$ cat src/rtl/mem_port_arbiter_if.sv
// ---------------------------------------------------------------------------
// mem_port_arbiter_if
// Requester-side bus of the shared memory-port arbiter.
//   req_valid/req_write/req_lock : per-requester request flags
//   req_addr/req_wdata           : flat packed per-requester address / data
//   req_ready                    : one-hot grant back to the requesters
//   resp_valid/resp_data         : one-hot read-data strobe and read data
// master = requester side, slave = arbiter side.
// ---------------------------------------------------------------------------
interface mem_port_arbiter_if #(
  parameter int NUM_REQ    = 4,
  parameter int data_depth = 5,
  parameter int data_width = 5
);
  logic [NUM_REQ-1:0]            req_valid;
  logic [NUM_REQ-1:0]            req_write;
  logic [NUM_REQ-1:0]            req_lock;
  logic [NUM_REQ*data_depth-1:0] req_addr;
  logic [NUM_REQ*data_width-1:0] req_wdata;
  logic [NUM_REQ-1:0]            req_ready;
  logic [NUM_REQ-1:0]            resp_valid;
  logic signed [data_width-1:0]  resp_data;

  modport master (
    output req_valid, req_write, req_lock, req_addr, req_wdata,
    input  req_ready, resp_valid, resp_data
  );

  modport slave (
    input  req_valid, req_write, req_lock, req_addr, req_wdata,
    output req_ready, resp_valid, resp_data
  );
endinterface

$ cat src/rtl/mem_port_arbiter.sv
// ---------------------------------------------------------------------------
// mem_port_arbiter
// Shares one single-port RAM between NUM_REQ requesters. At most one request
// is granted per cycle in round-robin order; a requester may lock the port
// for back-to-back accesses. Read data returns one cycle later with a
// one-hot strobe identifying the requester.
// Ports:
//   clk, rst_n        : clock (shared with the RAM), async active-low reset
//   bus (slave)       : requester handshake, see mem_port_arbiter_if
//   mem_read/mem_write/mem_addr/mem_dataWrite : RAM control/data pins
//   mem_dataRead      : registered RAM read data (valid the cycle after read)
// ---------------------------------------------------------------------------
module mem_port_arbiter #(
  parameter int NUM_REQ    = 4,
  parameter int data_depth = 5,
  parameter int data_width = 5
) (
  input  logic                         clk,
  input  logic                         rst_n,
  mem_port_arbiter_if.slave            bus,
  output logic                         mem_read,
  output logic                         mem_write,
  output logic [data_depth-1:0]        mem_addr,
  output logic [data_width-1:0]        mem_dataWrite,
  input  logic signed [data_width-1:0] mem_dataRead
);

  localparam int               PTR_W     = (NUM_REQ > 1) ? $clog2(NUM_REQ) : 1;
  localparam logic [PTR_W:0]   NUM_REQ_X = (PTR_W+1)'(NUM_REQ);
  localparam logic [PTR_W-1:0] LAST_IDX  = PTR_W'(NUM_REQ - 1);

  typedef enum logic {
    ST_ARB    = 1'b0,
    ST_LOCKED = 1'b1
  } state_t;

  state_t           state_q;
  logic [PTR_W-1:0] rr_ptr_q;
  logic [PTR_W-1:0] rr_ptr_d;
  logic [PTR_W-1:0] lock_owner_q;
  logic [PTR_W-1:0] pend_tag_q;
  logic             resp_pend_q;

  logic             grant_found;
  logic             grant_vld;
  logic [PTR_W-1:0] grant_idx;
  logic [PTR_W:0]   cand;

  // Unpack the flat address / data buses into per-requester words.
  logic [data_depth-1:0] addr_arr  [NUM_REQ];
  logic [data_width-1:0] wdata_arr [NUM_REQ];

  genvar gi;
  generate
    for (gi = 0; gi < NUM_REQ; gi++) begin : g_unpack
      assign addr_arr[gi]  = bus.req_addr[gi*data_depth +: data_depth];
      assign wdata_arr[gi] = bus.req_wdata[gi*data_width +: data_width];
    end
  endgenerate

  // Grant selection. In ARB the scan starts at rr_ptr and wraps; the
  // candidate is one bit wider so rr_ptr+k can be folded back below NUM_REQ
  // without overflowing. In LOCKED only the owner can win.
  always_comb begin
    grant_found = 1'b0;
    grant_idx   = '0;
    cand        = '0;
    if (state_q == ST_LOCKED) begin
      grant_found = bus.req_valid[lock_owner_q];
      grant_idx   = lock_owner_q;
    end else begin
      for (int k = 0; k < NUM_REQ; k++) begin
        cand = {1'b0, rr_ptr_q} + (PTR_W+1)'(k);
        if (cand >= NUM_REQ_X) begin
          cand = cand - NUM_REQ_X;
        end
        if (!grant_found && bus.req_valid[cand[PTR_W-1:0]]) begin
          grant_found = 1'b1;
          grant_idx   = cand[PTR_W-1:0];
        end
      end
    end
  end

  // Nothing may reach the RAM while reset is held, even with requests pending.
  assign grant_vld = grant_found & rst_n;

  assign rr_ptr_d = (grant_idx == LAST_IDX) ? '0 : grant_idx + PTR_W'(1);

  assign mem_write     = grant_vld &  bus.req_write[grant_idx];
  assign mem_read      = grant_vld & ~bus.req_write[grant_idx];
  assign mem_addr      = grant_vld ? addr_arr[grant_idx]  : '0;
  assign mem_dataWrite = grant_vld ? wdata_arr[grant_idx] : '0;

  // RAM output is already registered, so read data passes straight through.
  assign bus.resp_data = mem_dataRead;

  generate
    for (gi = 0; gi < NUM_REQ; gi++) begin : g_onehot
      assign bus.req_ready[gi]  = grant_vld   && (grant_idx  == PTR_W'(gi));
      assign bus.resp_valid[gi] = resp_pend_q && (pend_tag_q == PTR_W'(gi));
    end
  endgenerate

  always_ff @(posedge clk or negedge rst_n) begin
    if (!rst_n) begin
      state_q      <= ST_ARB;
      rr_ptr_q     <= '0;
      lock_owner_q <= '0;
      pend_tag_q   <= '0;
      resp_pend_q  <= 1'b0;
    end else begin
      resp_pend_q <= mem_read;
      if (mem_read) begin
        pend_tag_q <= grant_idx;
      end
      if (grant_vld) begin
        case (state_q)
          ST_ARB: begin
            rr_ptr_q <= rr_ptr_d;
            if (bus.req_lock[grant_idx]) begin
              state_q      <= ST_LOCKED;
              lock_owner_q <= grant_idx;
            end
          end
          ST_LOCKED: begin
            // rr_ptr is frozen while locked so arbitration resumes where it
            // left off once the owner releases.
            if (!bus.req_lock[grant_idx]) begin
              state_q <= ST_ARB;
            end
          end
          default: state_q <= ST_ARB;
        endcase
      end
    end
  end

endmodule

$ cat src/flat_wrapper.sv
// flat-port wrapper written by rule: the top's interface ports become plain ports
module mem_port_arbiter_flat 
#(
  parameter int NUM_REQ    = 4,
  parameter int data_depth = 5,
  parameter int data_width = 5
)
  (clk, rst_n, mem_read, mem_write, mem_addr, mem_dataWrite, mem_dataRead, bus_req_valid, bus_req_write, bus_req_lock, bus_req_addr, bus_req_wdata, bus_req_ready, bus_resp_valid, bus_resp_data);
  mem_port_arbiter_if #(.NUM_REQ(NUM_REQ), .data_depth(data_depth), .data_width(data_width)) bus_i ();
  input  logic clk;
  input  logic rst_n;
  output logic mem_read;
  output logic mem_write;
  output logic [data_depth-1:0] mem_addr;
  output logic [data_width-1:0] mem_dataWrite;
  input  logic signed [data_width-1:0] mem_dataRead;
  input wire logic [$bits(bus_i.req_valid)-1:0] bus_req_valid;
  input wire logic [$bits(bus_i.req_write)-1:0] bus_req_write;
  input wire logic [$bits(bus_i.req_lock)-1:0] bus_req_lock;
  input wire logic [$bits(bus_i.req_addr)-1:0] bus_req_addr;
  input wire logic [$bits(bus_i.req_wdata)-1:0] bus_req_wdata;
  output wire logic [$bits(bus_i.req_ready)-1:0] bus_req_ready;
  output wire logic [$bits(bus_i.resp_valid)-1:0] bus_resp_valid;
  output wire logic [$bits(bus_i.resp_data)-1:0] bus_resp_data;
  assign bus_i.req_valid = bus_req_valid;
  assign bus_i.req_write = bus_req_write;
  assign bus_i.req_lock = bus_req_lock;
  assign bus_i.req_addr = bus_req_addr;
  assign bus_i.req_wdata = bus_req_wdata;
  assign bus_req_ready = bus_i.req_ready;
  assign bus_resp_valid = bus_i.resp_valid;
  assign bus_resp_data = bus_i.resp_data;
  mem_port_arbiter #(.NUM_REQ(NUM_REQ), .data_depth(data_depth), .data_width(data_width)) u_core (.clk(clk), .rst_n(rst_n), .bus(bus_i), .mem_read(mem_read), .mem_write(mem_write), .mem_addr(mem_addr), .mem_dataWrite(mem_dataWrite), .mem_dataRead(mem_dataRead));
endmodule
$ cat config.mk
export PLATFORM = sky130hd
export DESIGN_NAME = mem_port_arbiter_flat
export DESIGN_NICKNAME = d
export VERILOG_FILES = /design/src/rtl/mem_port_arbiter_if.sv /design/src/rtl/mem_port_arbiter.sv /design/src/flat_wrapper.sv
export SDC_FILE = /design/constraint.sdc
export NUM_CORES = 1
export LEC_CHECK = 0
export CAP_MARGIN = 20
export CELL_PAD_IN_SITES_DETAIL_PLACEMENT = 1
export CELL_PAD_IN_SITES_GLOBAL_PLACEMENT = 1
export CORE_ASPECT_RATIO = 2
export CORE_MARGIN = 3
export CORE_UTILIZATION = 25
export DETAILED_ROUTE_END_ITERATION = 8
export GPL_TIMING_DRIVEN = 0
export PLACE_DENSITY_LB_ADDON = 0.1
export REMOVE_ABC_BUFFERS = 1
export SLEW_MARGIN = 20
export SYNTH_ARGS = -nofsm -noshare
export SYNTH_HDL_FRONTEND = slang
export SYNTH_SLANG_ARGS = --single-unit
$ cat constraint.sdc
create_clock -name clk -period 4.75 [get_ports clk]
set_input_delay 1.425 -clock clk [delete_from_list [all_inputs] [get_ports clk]]
set_output_delay 1.425 -clock clk [all_outputs]
set_load 0.01 [all_outputs]
## Word-level counts from Yosys, hierarchy flattened

Cells that the tools add are included.

| word-level totals | value |
|---|---|
| register bits after elaboration | 8 |
| word-level logic and storage cells | 99 |
| input bits | 59 |
| output and inout bits | 25 |

| cells by class | value |
|---|---|
| multiplexer cells | 45 |
| bitwise gates (word level) | 6 |
| order comparisons | 11 |
| reduce and logical (&&, ||, !) cells | 18 |
| eq/ne operators | 6 |
| add/subtract/negate cells | 8 |

Operator list:

| kind | count |
|---|---|
| 5-bit two-way mux | 6 |
| 2-bit two-way mux | 14 |
| 5-bit binary-select mux with 2-bit select | 2 |
| 2-bit by 3-bit < comparator with 1-bit output (second input constant) | 6 |
| 1-bit two-way mux | 16 |
| 1-bit binary-select mux with 2-bit select | 7 |
| 3-bit >= comparator (second input constant) | 4 |
| 1-bit logical AND | 11 |
| 2-bit equality test (second input constant) | 4 |
| 2-bit by 1-bit subtractor with 2-bit output (second input constant) | 4 |
| 2-bit by 2-bit adder with 3-bit output (second input constant) | 2 |
| 2-bit by 1-bit equality test with 1-bit output (second input constant) | 2 |
| 2-bit zero test | 2 |
| 2-bit by 1-bit adder with 3-bit output (second input constant) | 1 |
| 1-bit AND | 3 |
| 2-bit by 3-bit >= comparator with 1-bit output (second input constant) | 1 |
| 1-bit zero test | 3 |
| 2-bit inverter with 3-bit output | 1 |
| 3-bit AND reduction | 1 |
| 2-bit by 1-bit adder with 2-bit output (second input constant) | 1 |
| 1-bit inverter | 2 |
| 2-bit AND reduction | 1 |

## Logic depth before layout (Yosys ltp)

Gate-level depths: netlist (run 1).

| logic depth | value |
|---|---|
| word-level depth | 24 |
| mapped depth | 10 |
| depth with buffers taken out | 8 |

## Least setup slack after synthesis (run 1)

OpenSTA, ideal clock, no wires.

| path | value |
|---|---|
| kind | input to output |
| from | input bus_req_valid[1] |
| to | output mem_addr[0] |
| slack | 0.194 ns |
| arrival | 3.131 ns |
| required time | 3.325 ns |
| cell stages on the path | 8 |
| path buffers | 2 |
| path through | buf_2 > inv_1 > a211o_2 > o21ai_1 > a221oi_4 > buf_8 > mux4_1 > nor2b_1 |

| between the ends | value |
|---|---|
| longest elaborated chain between the ends | 21 |
| elaborated cells on any way between the ends | 35 |
| those cells by class | mux: 27; bitwise: 2; reduce/logical: 6 |

RTL lines:

| element | line | source |
|---|---|---|
| start, declared | flat_wrapper.sv:17 | `input wire logic [$bits(bus_i.req_valid)-1:0] bus_req_valid;` |
| 1-bit binary-select mux with 2-bit select | mem_port_arbiter.sv:77 | `if (!grant_found && bus.req_valid[cand[PTR_W-1:0]]) begin` |
| 1-bit two-way mux (not written as such) | mem_port_arbiter.sv:77 |  |
| 1-bit two-way mux | mem_port_arbiter.sv:77 |  |
| 1-bit two-way mux | mem_port_arbiter.sv:68 | `if (state_q == ST_LOCKED) begin` |
| 1-bit zero test | mem_port_arbiter.sv:77 |  |
| 1-bit logical AND | mem_port_arbiter.sv:77 |  |
| 1-bit two-way mux | mem_port_arbiter.sv:77 |  |
| 1-bit two-way mux | mem_port_arbiter.sv:68 |  |
| [4 not listed] | n/a |  |
| 1-bit zero test | mem_port_arbiter.sv:77 |  |
| 1-bit logical AND | mem_port_arbiter.sv:77 |  |
| 2-bit two-way mux | mem_port_arbiter.sv:77 |  |
| 2-bit two-way mux | mem_port_arbiter.sv:68 |  |
| 2-bit inverter with 3-bit output (not written as such) | mem_port_arbiter.sv:92 | `assign mem_addr = grant_vld ? addr_arr[grant_idx] : '0;` |
| 5-bit binary-select mux with 2-bit select | mem_port_arbiter.sv:92 |  |
| 5-bit two-way mux (not written as such) (2 in a row) | mem_port_arbiter.sv:92 |  |
| 5-bit two-way mux * | mem_port_arbiter.sv:92 |  |
| end, declared | flat_wrapper.sv:14 | `output logic [data_depth-1:0] mem_addr;` |

Every way passes the cells marked *; elsewhere a longest branch is shown, timed or not. The select of a mux whose other input is x is not followed.

## Final worst setup path (run 1)

| path | value |
|---|---|
| from | input bus_req_valid[0] |
| to | output mem_addr[0] |

Same word-level chain as after synthesis.

==> results.md, run 1 <==
Run status:
- The flow ran to the end, and the final reports show no timing, DRC or antenna violations.

Synthesis:
- During synthesis, Yosys emitted a total of 0 warnings.
- Counting instances in the post-synthesis netlist gives the leading cell types as sky130_fd_sc_hd__nor2_1 (18), sky130_fd_sc_hd__nor2b_1 (11), sky130_fd_sc_hd__inv_1 (10), sky130_fd_sc_hd__mux4_1 (10), sky130_fd_sc_hd__dfrtp_1 (8).
- The synthesized area is approximately 1300 um2.
- Synthesis inferred 8 register bits.
- Summed over all instances, the cell type with the most area after synthesis is sky130_fd_sc_hd__mux4_1.
- The count of mapped cells out of synthesis is around 130.
- The top-area cell type share of the netlist area is 0.209.
- The number of flops mapped to enable cells by yosys is 0.
- Dividing the synthesized area by the synthesized cell count gives about 9.5 um2.
- The most frequently used cell type in the post-synthesis netlist is sky130_fd_sc_hd__nor2_1.
- The register area share after synthesis is 0.159.
- In the synthesized netlist the dominant register cell turns out to be sky130_fd_sc_hd__dfrtp_1.
- The netlist uses 52 different library cells.
- Sorting the synthesized cells by area gives the leading types as sky130_fd_sc_hd__mux4_1 (21%), sky130_fd_sc_hd__dfrtp_1 (16%), sky130_fd_sc_hd__nor2b_1 (5.5%).
- Of all flip-flops after synthesis, the portion carrying an async set or reset was 1.00.

STA:
- Dividing the final minimum period by the clock period gives 0.988.
- The final setup skew is between 0.008 and 0.009 ns.
- The total setup violations reported at the end of the flow is 0.
- The count of endpoints failing hold in the final timing report is 0.
- The time the worst path needs with I/O delays and setup is ~4.7 ns.
- The fmax is around 210 MHz.
- The number of max-slew violations in the final report is 0.
- Hold is met by between 0.5 and 0.6 ns.
- The pin slew with the least headroom to its limit is about 0.50 ns.
- The max-slew headroom at the worst pin is 0.666.

Clock network:
- In this run, CTS created clock tree buffers numbering 3.
- Clock tree synthesis selected as its root buffer the cell sky130_fd_sc_hd__clkbuf_8.
- For the worst-skew pair, the clock arrives at the later sink with an insertion delay of about 0.24 ns.
- The H-tree depth is 1.
- The largest buffer count on any clock path is 2.
- The clock input transition at the sequential cells of the worst setup and hold paths is 0.04 ns.
- Clock tree synthesis found a total of 8 sinks.
- The clock tree from TritonCTS is built.

Pwr:
- The post-route total power is between 0.9 and 1 mW.
- IR analysis of the VDD net gives a maximum drop of 0.193 mV.
- The reported leakage power is approximately 0.87 nW.
- Dividing total power by cell area gives a power density of approximately 440 nW/um2.

Route:
- The detailed-routing iteration count for the pre-antenna-repair pass is 4.
- The post-detailed-route count of antenna-violating nets is 0.
- The number of remaining DRC errors is 0.
- In the final routed layout, each cell accounts on average for around 17 um.
- The via density per instance is around 5.2.
- The overall via count from detail_route is approximately 1300.
- The iteration-0 DRC count of the detailed router is 25.
- After detailed routing, the total wire length is between 4000 and 5000 um.

Floorplanning:
- From left edge to right edge, the die measures roughly 56 um.
- Measured along the y axis, the die boundary spans roughly 110 um.
- The initial utilization of the core area, before any placement, comes to 0.266.
- The number of placed I/O pins is 84.
- The full die area is 5970 um2.
- The core region is roughly 4700 um2.
- The number of core rows is 35.

Global route:
- The first global-routing pass estimated approximately 6900 um of wire.
- The layer flagged by global routing as most heavily used is met2.
- The global-route congestion overflow total is 0.
- For this run, the total global-route usage over all layers was measured as 0.146.
- The met1 global-route usage is 0.130.
- The via count of the first global-routing pass came to 1510.
- The initial antenna violation count is 0.
- The fraction of met2 tracks used by global routing is 0.291.
- Entering global routing, the biggest net connects 18 pins.
- The fraction of met3 tracks used by global routing is 0.0413.

Cells and area:
- The number of diodes added for antenna fixing is 0.
- The relative area change from synthesis to final layout is 64.8%.
- Of the cells placed in the final design, the portion with a size suffix greater than 1 is 0.274.
- Counting the fill cells in the layout gives about 560.
- The net total in the final layout is 266.

Placed design:
- In this run the tool buffered the top-level ports with between 70 and 80 buffer cells.
- At the end of routability-driven placement, the weighted congestion stood at ~0.83.
- Detailed placement finished with a half-perimeter wire length of between 3000 and 4000 um.

Worst setup path:
- The critical path startpoint category is a primary input.
- In this run the worst path has a maximum fanout of 9.
- The length in cells of the worst reg-to-reg path is 9.
- The type of the setup path with the least slack is primary input to output pin.
- In this run the critical register-to-register path is launched from u_core.rr_ptr_q[1].
- The required time at the worst-slack endpoint is ~3.3 ns.
- The endpoint of the worst register-to-register path is u_core.pend_tag_q[0].
- The register-to-register path setup slack is 2.15 ns.
- Data on the critical path arrives at its endpoint at 3.27 ns.
- The sort of element at the end of the critical path is an output pin.

Min path:
- The worst hold path cell count is 1.
- The worst hold path begins at u_core.pend_tag_q[0].
- The classification of the worst-slack hold path is flip-flop to flip-flop.
- The worst hold path terminates at u_core.pend_tag_q[0].

Flow run:
- Max-cap violations in this run came to 0.
## where the power goes
part           total (mW)  switching, mW  internal, mW
combinational       0.666          0.291         0.375
clock              0.0845         0.0294        0.0551
sequential          0.154         0.0595        0.0946
## per-layer routing
layer,up-vias,share of wire
met2,69,0.59
met1,634,0.31
met3,4,0.085
met5,-,0
met4,0,0.014
li1,617,-
## worst max path at each step
stage / endpoint / from / cells after the start / slack [ns]
after floorplan: mem_addr[0] / bus_req_valid[0] / 6 / 0.16
after global placement: mem_addr[3] / bus_req_valid[0] / 8 / -1.38
after detailed placement: mem_addr[0] / bus_req_valid[0] / 8 / -1.45
after CTS: mem_read / bus_req_valid[1] / 9 / 0.009
after global routing: mem_write / bus_req_valid[1] / 10 / -0.007
final: mem_addr[0] / bus_req_valid[0] / 10 / 0.06
## cell type report
| class | count | area (um2) | share of cell area |
|---|---|---|---|
| multi-input cells | 99 | 948 | 0.458 |
| repair buffers | 80 | 769 | 0.371 |
| flip-flops and latches | 8 | 200 | 0.0966 |
| well taps | 55 | 68.8 | 0.0332 |
| inverters | 11 | 43.8 | 0.0211 |
| clock buffers | 3 | 41.3 | 0.0199 |
## placed cells by master, fill, tap and decap left out, types with 4 or more instances in the layout
| cell type | n |
|---|---|
| sky130_fd_sc_hd__nor2b_1 | 11 |
| sky130_fd_sc_hd__buf_2 | 11 |
| sky130_fd_sc_hd__mux4_2 | 6 |
| sky130_fd_sc_hd__nor2_1 | 16 |
| sky130_fd_sc_hd__mux4_1 | 4 |
| sky130_fd_sc_hd__ha_1 | 4 |
| sky130_fd_sc_hd__clkdlybuf4s50_1 | 52 |
| sky130_fd_sc_hd__dfrtp_1 | 8 |
| sky130_fd_sc_hd__inv_1 | 9 |
| sky130_fd_sc_hd__nand2_1 | 6 |
## through the flow
| stage | setup TNS (ns) | util | instances | area (um2) | setup slack (ns) |
|---|---|---|---|---|---|
| floorplan | 0 | - | 118 | 1150 | 0.160 |
| global placement | -20.86 | 0.412 | 246 | 1950 | -1.38 |
| detailed placement | -21.55 | 0.412 | 246 | 1950 | -1.45 |
| CTS | 0 | 0.438 | 257 | 2070 | 0.00947 |
| global route | -0.00715 | 0.438 | 256 | 2070 | -0.00715 |
| finish | 0 | 0.438 | 256 | 2070 | 0.0578 |
## logic make-up (layout without fill, tap and decap cells)
kind of cell,count (synthesis),after routing,synth area share
simple gates,52,52,0.223
mux,17,17,0.273
fa+ha+maj,4,4,0.0398
buf+inv,25,94,0.119
flops,8,8,0.159
compound gates,26,26,0.186
## state kept, by name, indices dropped and copies added (netlist names)
register,count
u_core.rr_ptr_q,2
u_core.resp_pend_q,1
u_core.state_q,1
u_core.pend_tag_q,2
u_core.lock_owner_q,2
## critical path, stage by stage
cell and delay [ns]:
sky130_fd_sc_hd__buf_6 0.11, sky130_fd_sc_hd__inv_1 0.07, sky130_fd_sc_hd__o21ai_2 0.13, sky130_fd_sc_hd__o21ai_2 0.10
sky130_fd_sc_hd__a221oi_4 0.29, sky130_fd_sc_hd__buf_6 0.16, sky130_fd_sc_hd__buf_16 0.11, sky130_fd_sc_hd__mux4_1 0.55
sky130_fd_sc_hd__nor2b_1 0.15, sky130_fd_sc_hd__buf_2 0.16
## timing repair
item / CTS / global route
endpoints found under the setup margin: 16 / 15
setup buffers: 7 / 0
gates resized for setup: 77 / 24
hold buffers: 0 / 0
gates cloned: 1 / 0
pin swaps: 3 / 4
(Power assumes the default switching activity.)
==> run 2: changes to the inputs <==
--- a/config.mk
+++ b/config.mk
@@ -6,14 +6,11 @@
 export NUM_CORES = 1
 export LEC_CHECK = 0
 export CAP_MARGIN = 20
-export CELL_PAD_IN_SITES_DETAIL_PLACEMENT = 1
-export CELL_PAD_IN_SITES_GLOBAL_PLACEMENT = 1
 export CORE_ASPECT_RATIO = 2
 export CORE_MARGIN = 3
-export CORE_UTILIZATION = 25
+export CORE_UTILIZATION = 26
 export DETAILED_ROUTE_END_ITERATION = 8
 export GPL_TIMING_DRIVEN = 0
-export PLACE_DENSITY_LB_ADDON = 0.1
 export REMOVE_ABC_BUFFERS = 1
 export SLEW_MARGIN = 20
 export SYNTH_ARGS = -nofsm -noshare
==> constraint.sdc (replaced) <==
create_clock -name clk -period 4.8 [get_ports clk]
set_input_delay 1.44 -clock clk [delete_from_list [all_inputs] [get_ports clk]]
set_output_delay 1.44 -clock clk [all_outputs]
set_load 0.01 [all_outputs]
==> run 2 against run 1 <==
  * Wire length down 19%
  * Worst setup slack improved by 0.051 ns
  * Via count fell by 1.6%
  * Cell area increased by 1.1%
  * Clock power decreased by 6.6%
  * Sequential share of layout area decreased by 0.10 points
  * Flip-flop and latch count unchanged
  * Die area is 3.5% lower
  * Non-clock buffer count rose by 4
  * Register-to-register slack better by 0.11 ns
  * Sequential power is 4% lower
  * Critical endpoint is now mem_dataWrite[3]
==> results.md, run 2 (same netlist as run 1, synthesis figures left out) <==
Route:
- For this block, the initial DRC count from the detailed router was 46.
- The average detailed-routed wire length per instance is between 10 and 15 um.
- The first TritonRoute pass finished after 4 iterations.
- For this block, the routed nets add up to around 3500 um of wire.
- Using the TritonRoute via totals, the vias-per-cell ratio works out to 5.01.
- For this run, design rule violations remaining after detail routing come to 0.
- In this run the remaining antenna-violating nets after routing total 0.
- For this block, the via count after detailed routing is 1303.

Cells and area:
- The relative area change from synthesis to final layout is 66.6%.
- Of the cells placed in the final design, the portion with a size suffix greater than 1 is 0.278.
- The number of diodes added for antenna fixing is 0.
- In the final layout, the registers with the most flip-flops are u_core.lock_owner_q: 2 flops, u_core.pend_tag_q: 2 flops, u_core.rr_ptr_q: 2 flops.
- The final layout contains 270 nets.
- In the layout the commonest cells are sky130_fd_sc_hd__clkdlybuf4s50_1 (52), sky130_fd_sc_hd__nor2_1 (16), sky130_fd_sc_hd__nor2b_1 (11), sky130_fd_sc_hd__buf_2 (11), sky130_fd_sc_hd__inv_1 (9).
- The library cell used most frequently in the layout, excluding fill and tap cells, is sky130_fd_sc_hd__clkdlybuf4s50_1.

Floorplanning:
- The number of placed I/O pins is 84.
- The die is 104 um tall.
- The floorplan has 35 rows.
- The starting density of the core is 0.271.
- The core region area is around 4600 um2.
- The horizontal extent of the die is 55.2 um.
- The full die area is 5760 um2.

Clock network:
- In this run the number of H-tree levels came out at 1.
- The post-cts hold buffer count is 0.
- CTS placed an instance of sky130_fd_sc_hd__clkbuf_8 at the clock tree root.
- Clock-pin slew was measured on the worst setup and hold paths at 0.04 ns.
- TritonCTS built the clock tree.
- The number of clock buffers added by TritonCTS is 3.
- The number of clock sinks is 8.
- The clock reaches the later pin of the worst-skew pair after 0.23 ns.
- The longest clock path from root to sink contains 2 buffers.

Pwr:
- For this design the ratio of total power to cell area is around 440 nW/um2.
- After layout, the design draws a total of 0.917 mW.
- The reported leakage power is about 0.92 nW.
- The worst supply voltage drop on vdd is 0.247 mV.

Global route:
- The via count of the first global-routing pass is between 1000 and 1500.
- The pin count of the biggest net entering global routing is 18.
- The total routing resource utilization after global routing is 0.132.
- The global-route congestion overflow total is 0.
- The initial antenna violation count is 0.
- The first global-routing pass estimated between 5000 and 6000 um of wire.

Worst setup path:
- In this run the register-to-register setup slack is 2.26 ns.
- The worst register-to-register path begins at u_core.rr_ptr_q[1].
- For this design, the slowest cell found on the critical path is sky130_fd_sc_hd__mux4_1.
- Counting stages on the worst path, the most repeated cell is sky130_fd_sc_hd__buf_6.
- The critical path is of the primary input to output pin type.
- The worst register-to-register path ends at u_core.pend_tag_q[0].
- The worst setup path is captured at an output pin.
- The stage delay of the slowest cell on the critical path is between 0.5 and 0.6 ns.
- STA puts the critical path data required time at roughly 3.4 ns.
- The arrival time of data at the critical path endpoint is about 3.3 ns.
- The worst setup path is launched from a primary input.
- The maximum fanout encountered on the critical timing path is 9.
- Traced cell by cell, the critical path runs through buf_6 -> nand2_2 -> a21oi_2 -> a2111oi_4 -> a221oi_4 -> buf_6 -> buf_16 -> mux4_1 -> nor2b_1 -> buf_2.
- The worst register-to-register path has a depth of 9.

STA:
- Subtracting the final worst setup slack from the clock period gives 4.69 ns.
- Dividing the final minimum period by the clock period gives 0.977.
- The number of max-slew violations in the final report was 0.
- Setup total negative slack on the finished layout was measured at 0 ns.
- The final setup skew is 0.000732 ns.
- Measured against its own limit, the worst slew margin works out to 0.680.
- Setup repair after global routing left no endpoint under its margin.
- For the pin with the worst max-slew slack, the measured transition is approximately 0.48 ns.
- The total setup violations reported at the end of the flow is 0.
- The fmax is 213 MHz.
- The count of endpoints failing hold in the final timing report is 0.

Placed design:
- The placer's final routability congestion estimate is a little under 0.8.
- The post-detailed-placement half-perimeter wirelength is 2710 um.
- Input and output buffers added on the ports amount to 73.

Min path:
- Counting instances, the worst hold path has a depth of 1.
- The worst hold path startpoint is u_core.pend_tag_q[1].
- The worst hold path terminates at u_core.pend_tag_q[1].
- The classification of the worst-slack hold path is flip-flop to flip-flop.

Run status:
- The run finished with clean final reports.

Flow run:
- The tool flagged a number of max-cap violations equal to 0.
run 2: cell types whose count changed in the layout (fill, tap and decap cells not counted), sizes merged:
cell,delta
buf,+4
clkdlybuf4s15,-2
clkbuf,+1
dlymetal6s2s,+1
run 2: repair_timing:
item | in CTS | in global routing
gates resized for setup | 76 | 20
setup buffers | 9 | 1
endpoints found under the hold margin | 0 | 0
cloned | 1 | 0
pin swaps | 3 | 1
setup endpoints to repair | 16 | 14
run 2: area by class of cell:
type,instances,area [um2]
Fill cell,465,2550
Tap cell,55,68.8
Timing Repair Buffer,84,816
Sequential cell,8,200
Inverter,11,43.8
Clock buffer,3,41.3
Multi-Input combinational cell,99,925
run 2: how the worst max path moves through the flow:
stage | to | startpoint | slack, ns
floorplan | mem_addr[0] | bus_req_valid[0] | 0.18
global placement | mem_addr[2] | bus_req_valid[0] | -1.39
detailed placement | mem_addr[2] | bus_req_valid[0] | -1.34
CTS | mem_read | rst_n | 0.006
global route | mem_addr[1] | bus_req_valid[0] | 0.001
finish | mem_dataWrite[3] | bus_req_valid[0] | 0.11
run 2: layer usage:
layer / track usage / routed length [um]
met1: 0.125 / 1140
met2: 0.245 / 1990
met3: 0.0416 / 298
met5: 0 / 0
met4: 0.0470 / 50
run 2: power breakdown:
group / leakage (nW) / switching (mW) / internal (mW)
registers: 0.0912 / 0.0546 / 0.0938
clock network: 0.0216 / 0.0247 / 0.0542
logic: 0.810 / 0.278 / 0.412
total: 0.923 / 0.357 / 0.560
run 2: metrics by stage:
stage | setup WS (ns) | utilization | std cells | hold slack, ns | instance area [um2]
final | 0.108 | 0.451 | 260 | 0.548 | 2090
after CTS | 0.00568 | 0.445 | 259 | 0.550 | 2070
after detailed placement | -1.34 | 0.420 | 246 | 0.542 | 1950
after global placement | -1.39 | 0.420 | 246 | 0.540 | 1950
after floorplan | 0.180 | - | 118 | 0.511 | 1150
after global routing | 0.00148 | 0.451 | 260 | 0.570 | 2090
run 2: worst max-delay path, delay by kind of cell:
family	cells	cell delay, ns
AO/OA/AOI/OAI	3	0.55
AND/OR/NAND/NOR	2	0.19
multiplexers	1	0.52
buffers and inverters	4	0.55
==> run 3: changes to the inputs <==
--- a/config.mk
+++ b/config.mk
@@ -5,6 +5,7 @@
 export SDC_FILE = /design/constraint.sdc
 export NUM_CORES = 1
 export LEC_CHECK = 0
+export ABC_AREA = 1
 export CAP_MARGIN = 20
 export CORE_ASPECT_RATIO = 2
 export CORE_MARGIN = 3
==> constraint.sdc (replaced) <==
create_clock -name clk -period 5.4 [get_ports clk]
set_input_delay 1.62 -clock clk [delete_from_list [all_inputs] [get_ports clk]]
set_output_delay 1.62 -clock clk [all_outputs]
set_load 0.01 [all_outputs]
==> run 3 against run 2 <==
  * Largest cell class unchanged
  * Core utilization rose by 3.5 points
  * Register-to-register slack improved by 0.73 ns
  * Total power rose by 98%
  * Critical path type unchanged
  * Critical endpoint is now mem_write
==> results.md, run 3 <==
Cells and area:
- Leaving out fill and tap cells, the most frequent cell in the layout is sky130_fd_sc_hd__nand2_1.
- For this run, the number of standard cells in the final layout without fillers is 395.
- The utilization after layout is 0.486.
- The area growth from synthesis to layout is 77.2%.
- The number of diodes added for antenna fixing is 0.
- In the layout the commonest cells are sky130_fd_sc_hd__nand2_1 (88), sky130_fd_sc_hd__clkdlybuf4s50_1 (53), sky130_fd_sc_hd__inv_1 (32), sky130_fd_sc_hd__nand3_1 (24), sky130_fd_sc_hd__buf_4 (20).
- The largest registers in the layout are u_core.lock_owner_q: 2 flops, u_core.pend_tag_q: 2 flops, u_core.rr_ptr_q: 2 flops.
- At the end of the flow, the number of nets in the layout was 403.
- Of the cells placed in the final design, the portion with a size suffix greater than 1 is 0.228.

Clock network:
- In this run the number of H-tree levels came out at 1.
- The number of clock sinks is 8.
- In this run the deepest clock path goes through 2 buffers.
- Clock tree synthesis inserted a total of 3 buffers.
- After clock tree synthesis, the clock-pin slew on the worst setup and hold paths is about 0.040 ns.
- The later pin in the worst-skew pair is clocked with a latency of approximately 0.23 ns.
- After clock tree synthesis, the flow added hold-fix buffers numbering 0.
- The clock tree from TritonCTS is built.
- In this run the clock root is driven by a sky130_fd_sc_hd__clkbuf_8.

Pwr:
- Of the total power, the clock network draws 0.040.
- Of the total power, the share spent switching nets is 0.553.
- The switching power is between 1 and 1.5 mW.
- The proportion of power drawn by combinational gates is 0.892.
- Dividing total power by cell area gives a power density of around 760 nW/um2.
- The internal portion of the total power is between 0.8 and 0.9 mW.
- The sequential share of power is 0.068.
- The analysis attributes to cell leakage a power of approximately 1.2 nW.
- VDD sags by at most between 0.4 and 0.5 mV.

Worst setup path:
- The sort of element at the end of the critical path is an output pin.
- The required time at the worst-slack endpoint is between 3 and 4 ns.
- STA classifies the critical path startpoint as a primary input.
- Across all register-to-register paths, the minimum setup slack is between 2 and 3 ns.
- The type of the setup path with the least slack is primary input to output pin.
- STA puts the critical path data arrival time at around 3.6 ns.
- The maximum fanout encountered on the critical timing path is 6.

STA:
- Setup violations remaining at the end of the flow were counted as 0.
- The final-layout worst hold slack is 0.525 ns.
- The pin slew with the least headroom to its limit is 0.901 ns.
- Headroom to the max-slew limit came out at 0.398.
- The time the worst path needs with I/O delays and setup is between 5 and 6 ns.
- The number of max-slew violations in the final report is 0.
- The count of endpoints failing hold in the final timing report is 0.
- Dividing the final minimum period by the clock period gives 0.970.
- The summed negative setup slack over all endpoints is 0 ns.
- Setup slack closes at approximately 0.16 ns.
- Setup repair after global routing left no endpoint under its margin.
- Clock skew on the completed layout was measured at 0.00175 ns.
- The fmax is 191 MHz.

Global route:
- The initial antenna violation count came to 0.
- The via count of the first global-routing pass is ~1700.
- The first global-routing pass estimated approximately 7400 um of wire.
- The global-route congestion overflow total is 0.
- In the global route stage, overall resource usage came out at 0.149.
- The pin count of the biggest net entering global routing is 22.

Floorplanning:
- The horizontal extent of the die is 57.1 um.
- The core region is around 5000 um2.
- The die covers around 6200 um2.
- For this design the top-level I/O count stands at 84.
- The die height is between 100 and 150 um.
- The initial utilization of the core area, before any placement, comes to 0.274.
- The floorplan has 36 rows.

Synthesis:
- Counting flops and latches in the post-synthesis netlist gives 8.
- After synthesis, the share of flip-flops with an asynchronous set or reset is 1.00.
- The number of warnings issued by yosys is 0.
- The count of mapped cells out of synthesis is around 250.
- The post-synthesis area per instance is approximately 5.5 um2.
- The synthesized netlist contains 25 unique library cells.
- For this run, the register share of the synthesized area comes to 0.147.
- The share of synthesized area in the top cell type comes to 0.259.
- The most frequently used cell type in the post-synthesis netlist is sky130_fd_sc_hd__nand2_1.
- The number of flops mapped to enable cells by yosys is 0.
- The synthesized area is 1360 um2.
- The most area-hungry cell type in the Yosys netlist is sky130_fd_sc_hd__nand2_1.
- By area the synthesized netlist is led by sky130_fd_sc_hd__nand2_1 (26%), sky130_fd_sc_hd__dfrtp_1 (15%), sky130_fd_sc_hd__nand3_1 (9.6%).
- In the synthesized netlist the dominant register cell turns out to be sky130_fd_sc_hd__dfrtp_1.
- After synthesis, the most frequently instantiated cells are sky130_fd_sc_hd__nand2_1 (94), sky130_fd_sc_hd__inv_1 (34), sky130_fd_sc_hd__nand3_1 (26).

Route:
- The detailed-routing iteration count for the pre-antenna-repair pass is 5.
- Summed over all layers, the routed wires come to roughly 5000 um.
- Using the TritonRoute via totals, the vias-per-cell ratio works out to roughly 4.7.
- The overall via count from detail_route is roughly 1900.
- After detailed routing, the number of remaining DRC violations is 0.
- For this block, the initial DRC count from the detailed router was 58.
- In the final routed layout, each cell accounts on average for between 10 and 15 um.
- The detail route stage leaves a number of antenna-violating nets equal to 0.

Placed design:
- The pre-CTS worst setup slack is -0.760 ns.
- Including well taps, the total number of placed cells is 363.
- Routability-driven placement finished with a final weighted congestion of slightly below 0.8.
- Buffers placed on the I/O ports in this run total 73.
- After legalization and detailed placement, the total HPWL measured roughly 3200 um.

Min path:
- The classification of the worst-slack hold path is flip-flop to flip-flop.

Run status:
- The flow ran to the end, and the final reports show no timing, DRC or antenna violations.

Flow run:
- The number of maximum-capacitance constraint violations is 0.
run 3: cell types whose count changed after synthesis, moves of 11 or more:
cell	before	now
sky130_fd_sc_hd__a21oi_1	1	20
sky130_fd_sc_hd__nor2b_1	11	0
sky130_fd_sc_hd__nor2_1	18	7
sky130_fd_sc_hd__nand2_1	7	94
sky130_fd_sc_hd__nand3_1	1	26
sky130_fd_sc_hd__inv_1	10	34
run 3: timing repair:
item / in CTS / in global routing
pin swaps: 4 / 12
setup endpoints to repair: 16 / 16
gates cloned: 3 / 3
setup buffers: 10 / 13
resized for setup: 52 / 32
run 3: layer usage:
layer	wire [um]	up-vias	global-route usage
met5	0	-	0
met4	111	0	0.0498
met3	230	9	0.0191
met2	2980	73	0.300
met1	1730	816	0.148
li1	-	959	-
run 3: final timing paths:
kind | endpoint | startpoint | depth (start not counted)
worst max-delay path | mem_write | bus_req_valid[0] | 16
worst min-delay path | u_core.lock_owner_q[1] | u_core.lock_owner_q[1] | 2
worst max register to register | u_core.rr_ptr_q[1] | u_core.rr_ptr_q[0] | 15
worst min register to register | u_core.lock_owner_q[1] | u_core.lock_owner_q[1] | 2
max in group asynchronous | u_core.lock_owner_q[1] | rst_n | 1
min in group asynchronous | u_core.state_q | rst_n | 1
run 3: stage by stage:
stage	power [mW]	instance area (um2)
CTS	1.56	2240
floorplan	0.876	1250
finish	1.82	2410
global placement	1.25	2050
global route	1.98	2410
detailed placement	1.26	2050
run 3: layout make-up:
| type | instances | area [um2] |
|---|---|---|
| Timing Repair Buffer | 96 | 861 |
| Clock buffer | 3 | 41.3 |
| Multi-Input combinational cell | 192 | 1060 |
| Fill cell | 506 | 2540 |
| Inverter | 38 | 166 |
| Sequential cell | 8 | 200 |
| Tap cell | 57 | 71.3 |
| Timing Repair inverter | 1 | 11.3 |
run 3: power groups by stage:
stage | Clock [mW] | Sequential [mW] | Combinational (mW)
after floorplan | 0 | 0.115 | 0.761
after global placement | 0 | 0.124 | 1.13
after detailed placement | 0 | 0.123 | 1.14
after CTS | 0.0729 | 0.124 | 1.36
after global routing | 0.0745 | 0.132 | 1.78
final | 0.0725 | 0.125 | 1.62
run 3: critical path, cell delays in order:
cell	delay (ns)
sky130_fd_sc_hd__dlygate4sd2_1	0.27
sky130_fd_sc_hd__nand2_1	0.07
sky130_fd_sc_hd__nand2_1	0.08
sky130_fd_sc_hd__nand2_1	0.12
sky130_fd_sc_hd__nand2_4	0.08
sky130_fd_sc_hd__nor2_4	0.14
sky130_fd_sc_hd__nand3_4	0.10
sky130_fd_sc_hd__nand3_2	0.10
sky130_fd_sc_hd__nand3_4	0.15
sky130_fd_sc_hd__nand2_8	0.14
sky130_fd_sc_hd__buf_4	0.16
sky130_fd_sc_hd__nand2_1	0.05
sky130_fd_sc_hd__nand3_1	0.07
sky130_fd_sc_hd__nand2_1	0.09
sky130_fd_sc_hd__nor2_1	0.10
sky130_fd_sc_hd__dlygate4sd2_1	0.27
run 3: cell families after synthesis:
family	synth area share
AO/OA/AOI/OAI	0.141
adder cells (fa/ha/maj)	0.0368
buffers and inverters	0.193
flip-flops	0.147
AND/OR/NAND/NOR	0.482
